### config.mk
export PLATFORM = sky130hd
export DESIGN_NAME = dmem_arbiter_flat
export DESIGN_NICKNAME = d
export VERILOG_FILES = /design/src/rtl/dmem_arbiter_if.sv /design/src/rtl/dmem_arbiter.sv /design/src/flat_wrapper.sv
export SDC_FILE = /design/constraint.sdc
export NUM_CORES = 1
export LEC_CHECK = 0
export ABC_AREA = 1
export CAP_MARGIN = 20
export CORE_ASPECT_RATIO = 0.9
export CORE_MARGIN = 3
export CORE_UTILIZATION = 38
export DETAILED_ROUTE_END_ITERATION = 7
export PLACE_DENSITY = 0.77
export SLEW_MARGIN = 40
export SYNTH_ARGS = -nofsm -noshare
export SYNTH_HDL_FRONTEND = slang
export SYNTH_SLANG_ARGS = --single-unit
### constraint.sdc
create_clock -name clk -period 1.3 [get_ports clk]
set_input_delay 0.26 -clock clk [delete_from_list [all_inputs] [get_ports clk]]
set_output_delay 0.26 -clock clk [all_outputs]
set_load 0.03 [all_outputs]
### src/rtl/dmem_arbiter_if.sv
// Bus bundle for dmem_arbiter: core and host request ports plus the data-memory port.
// The arbiter attaches as slave; the requesters and memory model attach as master.
interface dmem_arbiter_if #(
    parameter int ADDR_W = 32,
    parameter int DATA_W = 32
);
    logic              core_req;
    logic              core_we;
    logic [ADDR_W-1:0] core_addr;
    logic [DATA_W-1:0] core_wdata;
    logic              core_ack;
    logic [DATA_W-1:0] core_rdata;

    logic              host_req;
    logic              host_we;
    logic [ADDR_W-1:0] host_addr;
    logic [DATA_W-1:0] host_wdata;
    logic              host_ack;
    logic [DATA_W-1:0] host_rdata;
    logic              host_prio;

    logic              mem_rd;
    logic              mem_wr;
    logic [ADDR_W-1:0] mem_addr;
    logic [DATA_W-1:0] mem_wdata;
    logic [DATA_W-1:0] mem_rdata;

    logic              busy;

    modport slave (
        input  core_req, core_we, core_addr, core_wdata,
        input  host_req, host_we, host_addr, host_wdata, host_prio,
        input  mem_rdata,
        output core_ack, core_rdata, host_ack, host_rdata,
        output mem_rd, mem_wr, mem_addr, mem_wdata, busy
    );

    modport master (
        output core_req, core_we, core_addr, core_wdata,
        output host_req, host_we, host_addr, host_wdata, host_prio,
        output mem_rdata,
        input  core_ack, core_rdata, host_ack, host_rdata,
        input  mem_rd, mem_wr, mem_addr, mem_wdata, busy
    );
endinterface

### src/rtl/dmem_arbiter.sv
// Two-requester data-memory arbiter: core has default priority, host is guaranteed
// a slot after CORE_MAX_CONSEC consecutive core grants while it waits.
module dmem_arbiter #(
    parameter int ADDR_W          = 32,
    parameter int DATA_W          = 32,
    parameter int CORE_MAX_CONSEC = 4
) (
    input  logic          clk,
    input  logic          rst,
    dmem_arbiter_if.slave bus
);
    typedef enum logic [1:0] {
        S_IDLE,
        S_ISSUE,
        S_RWAIT,
        S_ACK
    } state_t;

    typedef enum logic {
        OWN_CORE,
        OWN_HOST
    } owner_t;

    localparam logic [3:0] MAX_STREAK = 4'(CORE_MAX_CONSEC);

    state_t            r_state;
    owner_t            r_owner;
    logic              r_we;
    logic [3:0]        r_streak;
    logic              r_busy;
    logic              r_mem_rd;
    logic              r_mem_wr;
    logic [ADDR_W-1:0] r_mem_addr;
    logic [DATA_W-1:0] r_mem_wdata;
    logic              r_core_ack;
    logic              r_host_ack;
    logic [DATA_W-1:0] r_core_rdata;
    logic [DATA_W-1:0] r_host_rdata;

    logic              w_any_req;
    logic              w_host_win;
    logic              w_win_we;
    logic [ADDR_W-1:0] w_win_addr;
    logic [DATA_W-1:0] w_win_wdata;
    logic [3:0]        w_streak_next;

    // Host takes a tie only when prioritised or when the core has used up its streak.
    always_comb begin
        // NOTE: every signal gets a value before any branch so no latch is inferred.
        w_any_req   = bus.core_req | bus.host_req;
        w_host_win  = bus.host_req &
                      (~bus.core_req | bus.host_prio | (r_streak == MAX_STREAK));
        w_win_we    = bus.core_we;
        w_win_addr  = bus.core_addr;
        w_win_wdata = bus.core_wdata;
        if (w_host_win) begin
            w_win_we    = bus.host_we;
            w_win_addr  = bus.host_addr;
            w_win_wdata = bus.host_wdata;
        end

        w_streak_next = '0;
        if (!w_host_win && bus.host_req) begin
            w_streak_next = (r_streak == MAX_STREAK) ? r_streak : r_streak + 4'd1;
        end
    end

    // NOTE: state registers use non-blocking assignments so every flop samples pre-edge values.
    always_ff @(posedge clk) begin
        if (rst) begin
            r_state      <= S_IDLE;
            r_owner      <= OWN_CORE;
            r_we         <= 1'b0;
            r_streak     <= '0;
            r_busy       <= 1'b0;
            r_mem_rd     <= 1'b0;
            r_mem_wr     <= 1'b0;
            r_mem_addr   <= '0;
            r_mem_wdata  <= '0;
            r_core_ack   <= 1'b0;
            r_host_ack   <= 1'b0;
            // NOTE: read-data holding registers are outputs, so they are reset too.
            r_core_rdata <= '0;
            r_host_rdata <= '0;
        end else begin
            r_core_ack <= 1'b0;
            r_host_ack <= 1'b0;
            r_mem_rd   <= 1'b0;
            r_mem_wr   <= 1'b0;

            unique case (r_state)
                S_IDLE: begin
                    if (w_any_req) begin
                        r_state     <= S_ISSUE;
                        r_busy      <= 1'b1;
                        r_owner     <= w_host_win ? OWN_HOST : OWN_CORE;
                        r_we        <= w_win_we;
                        r_streak    <= w_streak_next;
                        r_mem_addr  <= w_win_addr;
                        r_mem_wdata <= w_win_wdata;
                        r_mem_wr    <= w_win_we;
                        r_mem_rd    <= ~w_win_we;
                    end
                end

                S_ISSUE: begin
                    if (r_we) begin
                        r_state    <= S_ACK;
                        r_core_ack <= (r_owner == OWN_CORE);
                        r_host_ack <= (r_owner == OWN_HOST);
                    end else begin
                        r_state <= S_RWAIT;
                    end
                end

                // Memory returns read data one cycle after the strobe.
                S_RWAIT: begin
                    r_state <= S_ACK;
                    if (r_owner == OWN_HOST) begin
                        r_host_rdata <= bus.mem_rdata;
                        r_host_ack   <= 1'b1;
                    end else begin
                        r_core_rdata <= bus.mem_rdata;
                        r_core_ack   <= 1'b1;
                    end
                end

                S_ACK: begin
                    r_state <= S_IDLE;
                    r_busy  <= 1'b0;
                end
            endcase
        end
    end

    assign bus.core_ack   = r_core_ack;
    assign bus.core_rdata = r_core_rdata;
    assign bus.host_ack   = r_host_ack;
    assign bus.host_rdata = r_host_rdata;
    assign bus.mem_rd     = r_mem_rd;
    assign bus.mem_wr     = r_mem_wr;
    assign bus.mem_addr   = r_mem_addr;
    assign bus.mem_wdata  = r_mem_wdata;
    assign bus.busy       = r_busy;
endmodule

### src/flat_wrapper.sv
// flat-port wrapper written by rule: the top's interface ports become plain ports
module dmem_arbiter_flat 
#(
    parameter int ADDR_W          = 32,
    parameter int DATA_W          = 32,
    parameter int CORE_MAX_CONSEC = 4
)
  (clk, rst, bus_core_req, bus_core_we, bus_core_addr, bus_core_wdata, bus_host_req, bus_host_we, bus_host_addr, bus_host_wdata, bus_host_prio, bus_mem_rdata, bus_core_ack, bus_core_rdata, bus_host_ack, bus_host_rdata, bus_mem_rd, bus_mem_wr, bus_mem_addr, bus_mem_wdata, bus_busy);
  dmem_arbiter_if #(.ADDR_W(ADDR_W), .DATA_W(DATA_W)) bus_i ();
  input  logic clk;
  input  logic rst;
  input wire logic [$bits(bus_i.core_req)-1:0] bus_core_req;
  input wire logic [$bits(bus_i.core_we)-1:0] bus_core_we;
  input wire logic [$bits(bus_i.core_addr)-1:0] bus_core_addr;
  input wire logic [$bits(bus_i.core_wdata)-1:0] bus_core_wdata;
  input wire logic [$bits(bus_i.host_req)-1:0] bus_host_req;
  input wire logic [$bits(bus_i.host_we)-1:0] bus_host_we;
  input wire logic [$bits(bus_i.host_addr)-1:0] bus_host_addr;
  input wire logic [$bits(bus_i.host_wdata)-1:0] bus_host_wdata;
  input wire logic [$bits(bus_i.host_prio)-1:0] bus_host_prio;
  input wire logic [$bits(bus_i.mem_rdata)-1:0] bus_mem_rdata;
  output wire logic [$bits(bus_i.core_ack)-1:0] bus_core_ack;
  output wire logic [$bits(bus_i.core_rdata)-1:0] bus_core_rdata;
  output wire logic [$bits(bus_i.host_ack)-1:0] bus_host_ack;
  output wire logic [$bits(bus_i.host_rdata)-1:0] bus_host_rdata;
  output wire logic [$bits(bus_i.mem_rd)-1:0] bus_mem_rd;
  output wire logic [$bits(bus_i.mem_wr)-1:0] bus_mem_wr;
  output wire logic [$bits(bus_i.mem_addr)-1:0] bus_mem_addr;
  output wire logic [$bits(bus_i.mem_wdata)-1:0] bus_mem_wdata;
  output wire logic [$bits(bus_i.busy)-1:0] bus_busy;
  assign bus_i.core_req = bus_core_req;
  assign bus_i.core_we = bus_core_we;
  assign bus_i.core_addr = bus_core_addr;
  assign bus_i.core_wdata = bus_core_wdata;
  assign bus_i.host_req = bus_host_req;
  assign bus_i.host_we = bus_host_we;
  assign bus_i.host_addr = bus_host_addr;
  assign bus_i.host_wdata = bus_host_wdata;
  assign bus_i.host_prio = bus_host_prio;
  assign bus_i.mem_rdata = bus_mem_rdata;
  assign bus_core_ack = bus_i.core_ack;
  assign bus_core_rdata = bus_i.core_rdata;
  assign bus_host_ack = bus_i.host_ack;
  assign bus_host_rdata = bus_i.host_rdata;
  assign bus_mem_rd = bus_i.mem_rd;
  assign bus_mem_wr = bus_i.mem_wr;
  assign bus_mem_addr = bus_i.mem_addr;
  assign bus_mem_wdata = bus_i.mem_wdata;
  assign bus_busy = bus_i.busy;
  dmem_arbiter #(.ADDR_W(ADDR_W), .DATA_W(DATA_W), .CORE_MAX_CONSEC(CORE_MAX_CONSEC)) u_core (.clk(clk), .rst(rst), .bus(bus_i));
endmodule
==> impl_metrics.json <==
{
  "status": "complete, but fails checks",
  "violations": "setup timing",
  "rows": 44,
  "fmax_mhz": 665.3,
  "final_common_cell": "nor2_1",
  "globalRouteOverflowTotal": 0,
  "num_antenna_cells": 0,
  "drtAntennaViolNets": 0,
  "hp-class": "input port to register",
  "final_util_pct": 68.49,
  "root_buffer": "clkbuf_16",
  "io_pins": 300,
  "htreeDepth": 4,
  "cts_tree": "built",
  "timing.slew.headroom_pct": 74.86,
  "whs_ns": 0.3414,
  "synth_top_area_share_pct": 43.02,
  "synth_top_cell_by_area": "dfxtp_1",
  "drcViolationCount": 0,
  "startpoint_type": "register",
  "setup_viol": 70,
  "core_area_mm2": 0.01652,
  "vias": 7197,
  "antenna_found_initial": 0,
  "num-fill-cells": 1297,
  "viasPerCell": 4.929,
  "cap_violations": 0,
  "synth.distinct_cells": 24,
  "grt_pass1_wl_um": 33840,
  "dp_hpwl_um": 14660,
  "crit_arrival_ns": 1.82,
  "grt_usage_pct": 22.57,
  "ys_ff_latch": 141,
  "reg2reg_to": "u_core.bus.mem_wdata[17]$_SDFFE_PP0P_",
  "synth_area_mm2": 0.006561,
  "wire_per_inst_um": 15.98,
  "rsz0062_at_grt": "yes",
  "clk_latency_ns": 0.42,
  "die_h_um": 130.7,
  "io_buffers": 299,
  "crit_end": "u_core.bus.mem_wdata[17]$_SDFFE_PP0P_",
  "layout_min_cycle_time_ns": 1.503,
  "drive_above_1_share_pct": 27.69,
  "postSynthAreaPerCell_um2": 7.101,
  "tightest_slew_ns": 0.3770,
  "cts_max_path_buffers": 2,
  "vdd_drop_max_uv": 1067,
  "synth_nets": 1098,
  "setup_ws_ns": -0.2031,
  "synth_area_leaders": "dfxtp_1 43%, nor2_1 15%, o21ai_0 9.6%, a21oi_2 7.9%, nand3_1 5.3%",
  "yosysSeqAreaShare_pct": 43.02,
  "first_pass_iters": 5,
  "syn_inst": 924,
  "gp_congestion": 0.8038,
  "first_iter_violations": 470,
  "finalHoldViolations": 0,
  "clkTransAtPathRegs_ns": 0.07,
  "worstRegToRegCells": 11,
  "ff2ff_setup_slack_ns": -0.20,
  "multi_input_area_mm2": 0.003268,
  "synth_warnings": 0,
  "ff_latch_area_mm2": 0.002828,
  "dp_cells": 1402,
  "leakagePower_nw": 5.021,
  "nets": 1414,
  "path_max_fanout": 4,
  "reg2reg_from": "u_core.r_streak[0]$_SDFFE_PP0P_",
  "power.density_mw_per_mm2": 1927,
  "fin_skew_ns": 0.007925,
  "pre_cts_ws_ns": -0.4820,
  "clock_sinks": 141,
  "final_cell_mix": "256 x nor2_1, 165 x clkdlybuf4s50_1, 137 x dfxtp_1",
  "path_class": "register to register",
  "start_util_pct": 39.73,
  "endpoint_kind": "register",
  "die_area_mm2": 0.01888,
  "finalMaxSlewViolations": 0,
  "period_share_pct": 115.6,
  "hold_buffers": 0,
  "grt_max_degree": 67,
  "die_x_um": 144.5,
  "wirelength_um": 23330,
  "area_growth_pct": 72.41,
  "fin_cells": 1460,
  "grt_pass1_vias": 6611,
  "cp.required_ns": 1.62,
  "cts_buffers": 17,
  "crit_start": "u_core.r_streak[0]$_SDFFE_PP0P_"
}
==> sequential cells by signal, indices dropped and copies added (netlist names) <==
name                   flops
u_core.bus.core_ack        1
u_core.r_state             2
u_core.bus.mem_addr       32
u_core.bus.mem_rd          1
u_core.bus.host_rdata     32
u_core.bus.mem_wr          1
u_core.bus.busy            1
u_core.bus.mem_wdata      32
u_core.bus.host_ack        1
u_core.r_streak            4
u_core.r_owner             1
u_core.bus.core_rdata     32
u_core.r_we                1
==> power breakdown <==
part	total (mW)	internal, mW	switching [mW]
Clock	4.80	2.70	2.09
Sequential	6.37	5.57	0.807
Combinational	10.6	4.62	6.00
Total	21.8	12.9	8.90
==> Yosys cell counts <==
library cell / number
a21boi_0: 1
o21ai_1: 6
buf_1: 6
o21ai_4: 1
buf_4: 1
nand2_1: 81
a21oi_1: 12
a21oi_2: 59
ha_1: 7
nand3_1: 70
nand2_2: 1
inv_1: 79
nor4_1: 2
nor3_1: 1
nor2_1: 263
nand3b_1: 1
inv_2: 2
buf_6: 16
clkbuf_1: 34
xor2_1: 1
dfxtp_1: 141
o21ai_0: 126
nor2_2: 1
buf_2: 12
==> layer usage <==
layer | global-route usage, % | share of wire [%] | up-vias
met2 | 39.50 | 50 | 263
met5 | 0 | 0 | -
met3 | 6.841 | 7.3 | 47
met1 | 26.09 | 40 | 3299
met4 | 8.338 | 2.7 | 0
li1 | - | - | 3588
==> worst max-delay path, stage by stage, from the launching register on <==
cell and delay (ns):
dfxtp_2 0.35, inv_2 0.06, ha_4 0.16, nand3_4 0.08
nand2_8 0.07, buf_12 0.15, buf_12 0.14, clkbuf_16 0.15
nand3_2 0.05, nand2_1 0.06, nor2_1 0.09, nor2_1 0.04
==> stage by stage <==
step	power (mW)	instance area (µm²)	TNS, ns
global placement	16.40	10280	-32.62
CTS	21.18	11020	-7.987
detailed placement	16.58	10280	-36.26
finish	21.80	11310	-8.839
floorplan	11.87	6605	-0.2659
global route	22.99	11310	-14.44
==> cell type report <==
| type | instances | share of cell area [%] |
|---|---|---|
| repair buffers | 366 | 35.96 |
| multi-input cells | 633 | 28.89 |
| flip-flops and latches | 141 | 25.00 |
| clock buffers | 17 | 3.761 |
| inverters | 81 | 2.776 |
| well taps | 207 | 2.290 |
| clock inverters | 15 | 1.327 |
==> what timing repair did <==
action                     CTS  global route
resized for setup          387            55
gates cloned                10             6
pin swaps                   15            26
setup endpoints to repair  152           132
setup buffers                9             3
==> logic make-up (layout without fill, tap and decap cells) <==
logic type                 after synthesis  after routing  share of synthesized area (%)
AOI/OAI and AO/OA                      205            205                          19.22
xor gates and xnor gates                 1              1                         0.1335
adders and majority gates                7              7                          1.335
buffers and inverters                  150            479                          10.70
DFF                                    141            141                          43.02
and+or+nand+nor                        420            420                          25.59
==> worst min-delay path by stage <==
| stage | from | endpoint | slack, ns | depth (start not counted) |
|---|---|---|---|---|
| finish | bus_host_req | u_core.r_owner$_SDFFE_PP0P_ | 0.34 | 5 |
| global route | bus_host_req | u_core.r_streak[0]$_SDFFE_PP0P_ | 0.35 | 5 |
| CTS | bus_host_req | u_core.r_streak[0]$_SDFFE_PP0P_ | 0.32 | 5 |
| detailed placement | u_core.bus.host_rdata[23]$_SDFFE_PP0P_ | u_core.bus.host_rdata[23]$_SDFFE_PP0P_ | 0.47 | 2 |
| global placement | u_core.bus.host_rdata[24]$_SDFFE_PP0P_ | u_core.bus.host_rdata[24]$_SDFFE_PP0P_ | 0.46 | 2 |
| floorplan | rst | u_core.r_state[0]$_SDFFE_PP0P_ | 0.32 | 1 |
Power figures use the tool's default switching activity.
==> patch (config.mk and constraints unchanged) <==
`DATA_W` is set to 32 in 3 places; all go to 16.
--- a/src/rtl/dmem_arbiter_if.sv
+++ b/src/rtl/dmem_arbiter_if.sv
@@ -3,5 +3,5 @@
 interface dmem_arbiter_if #(
     parameter int ADDR_W = 32,
-    parameter int DATA_W = 32
+    parameter int DATA_W = 16
 );
     logic              core_req;
--- a/src/rtl/dmem_arbiter.sv
+++ b/src/rtl/dmem_arbiter.sv
@@ -3,5 +3,5 @@
 module dmem_arbiter #(
     parameter int ADDR_W          = 32,
-    parameter int DATA_W          = 32,
+    parameter int DATA_W          = 16,
     parameter int CORE_MAX_CONSEC = 4
 ) (
--- a/src/flat_wrapper.sv
+++ b/src/flat_wrapper.sv
@@ -3,5 +3,5 @@
 #(
     parameter int ADDR_W          = 32,
-    parameter int DATA_W          = 32,
+    parameter int DATA_W          = 16,
     parameter int CORE_MAX_CONSEC = 4
 )
Interface: changed (6 resized); port bits go from 300 to 204. The function was not compared with the original's and may differ.
==> patch against the original RTL <==
The flow still finishes with violations (setup timing); non-clock buffer count shrank 121; area after synthesis shrank 34%; highest routed layer unchanged; global-route usage shrank 1.5 points; total power shrank 36%; routed wire length shrank 37%; setup slack gained 100 ps; hold slack lost 96 ps; design area shrank 33%; critical path type unchanged; sequential cell count shrank 48; sequential share of layout area shrank 0.32 points.
==> patch: results (changes against the original RTL) <==
----------------------------------------------------
[Status]
  Result of the run ... complete, but fails checks
  Violated checks ... setup timing

[Clock network]
  Clock transition at path regs ... 70 ps (about the same)
  # resized after CTS ... 230 (-41%)
  Buffer cell driving the clock tree root ... clkbuf_16
  Max Root-Sink Buffers ... 2 (unchanged)
  Number of buffers inserted by post-CTS setup repair ... 10 (+1)
  Number of H-tree levels ... 3 (-1)
  Skew-Pair Late Insertion Delay ... 340 ps (-80 ps)
  Cts bufs inserted ... 9 (-8)

[Worst setup path]
  Maximum fanout count along the critical path ... 6 (+2)
  Top Family by Delay on Critical Path ... simple AND/OR/NAND/NOR gates
  Cell type of the slowest stage on the worst timing path ... dfxtp_2
  Data arrival time of the critical path ... 1630 ps (-190 ps)

[Detailed routing]
  Starting DRC count in detailed routing ... 327 (-30%)
  Post-route met1 wirelength ... 5990 microns (-36%)
  Detailed-route vias per instance ... 4.92 (-0.11%)
  Post-detailed-routing wire length ... 14700 microns (-37%)
  First drt pass iteration count ... 5 (unchanged)
  Detailed route wirelength on metal3 ... 1070 microns (-38%)
  Max layer used ... met4
  Met2 WL post-DR ... 7390 microns (-37%)

[Timing]
  Setup tns final ... -2710 ps (+6130 ps)
  Final count of negative-setup-slack endpoints ... 50 (-29%)
  Worst slew margin relative to its limit ... 76.0% (+1.1 points)
  PnR worst setup slack ... -98.8 ps (+104 ps)
  Max Clock Skew ... 8.14 ps (+0.210 ps)

[Placed design]
  Dpl hpwl ... 9470 microns (-35%)
  I/O Buffers ... 203 (-32%)
  Final GP Congestion ... 0.821 (+2.2%)
  Post-placement cell area ... 6650 sq um (-35%)

[Synthesis]
  Ys Warns ... 0 (unchanged)
  Most numerous cell types in the synthesized netlist ... nor2_1, dfxtp_1, nand2_1, inv_1, nand3_1
  Sequential fraction of the synthesis area ... 42.7% (-0.32 points)
  Number of nets in the synthesized netlist ... 770 (-30%)
  Top post-synthesis cells by area ... dfxtp_1, nor2_1, nand3_1, nand2_1, inv_1
  Dominant synthesized flop cell ... dfxtp_1

[Global route]
  Fraction of met1 tracks used by global routing ... 25.1% (-1.0 points)
  Largest net degree at the start of global routing ... 71 (+6.0%)
  Wire length of the first global-routing pass ... 22200 microns (-34%)
  Routing usage on met2 ... 37.1% (-2.4 points)
  GRT met3 Usage ... 5.78% (-1.1 points)
  Aggregate global-route resource usage ... 21.1% (-1.5 points)
  Via count of the first global-routing pass ... 4672 (-29%)

[Power]
  Sequential cell fraction of total power ... 30.2% (+1.0 points)
  Cell leakage power ... 3.21 nW (-36%)
  Power Clock ... 2.53 mW (-47%)
  Maximum vdd ir drop ... 0.874 mV (-18%)
  Design internal power ... 8.17 mW (-37%)

[Layout]
  Net count of the finished layout ... 981 (-31%)
  Share of final-layout standard cells stronger than drive strength 1 ... 24.2% (-3.5 points)

----------------------------------------------------
[patch: changes by cell type after synthesis, moves of 16 or more]
cell,before,now
inv_1,79,63
clkbuf_1,34,14
o21ai_0,126,44
nand2_1,81,65
a21oi_1,12,46
nor2_1,263,167
a21oi_2,59,9
nand3_1,70,54
o21ai_1,6,40
dfxtp_1,141,93
[patch: cells by family after synthesis]
logic type,Yosys count,share of synthesized area [%]
AOI/OAI and AO/OA,141,17.1
xor gates and xnor gates,1,0.201
adders and majority gates,7,2.01
buffers and inverters,110,10.8
DFF,93,42.7
and+or+nand+nor,292,27.1
[patch: final timing paths]
kind                                                start                         to  cells past startpoint
worst max-delay path                   u_core.r_streak[0]    u_core.bus.mem_addr[12]                     10
worst min-delay path                         bus_host_req             u_core.r_owner                      3
worst max register to register         u_core.r_streak[0]    u_core.bus.mem_addr[12]                     10
worst min register to register  u_core.bus.core_rdata[14]  u_core.bus.core_rdata[14]                      2
[patch: cell type report]
| cell class | count | area (sq um) |
|---|---|---|
| Clock buffer | 11 | 243 |
| Fill cell | 914 | 3420 |
| Tap cell | 152 | 190 |
| Multi-Input combinational cell | 441 | 2240 |
| Timing Repair Buffer | 245 | 2730 |
| Clock inverter | 5 | 43.8 |
| Inverter | 65 | 256 |
| Sequential cell | 93 | 1870 |
[patch: through the flow]
step / utilization (%) / instances / hold slack, ps / power [mW] / worst slack [ps]
after floorplan: - / 644 / 322 / 8.12 / 8.67
final: 68.9 / 1012 / 246 / 13.9 / -98.8
after detailed placement: 60.5 / 974 / 474 / 10.8 / -409
after global placement: 60.5 / 974 / 462 / 10.6 / -373
after global routing: 68.9 / 1012 / 253 / 14.7 / -185
after CTS: 66.4 / 1003 / 248 / 13.6 / -86.7
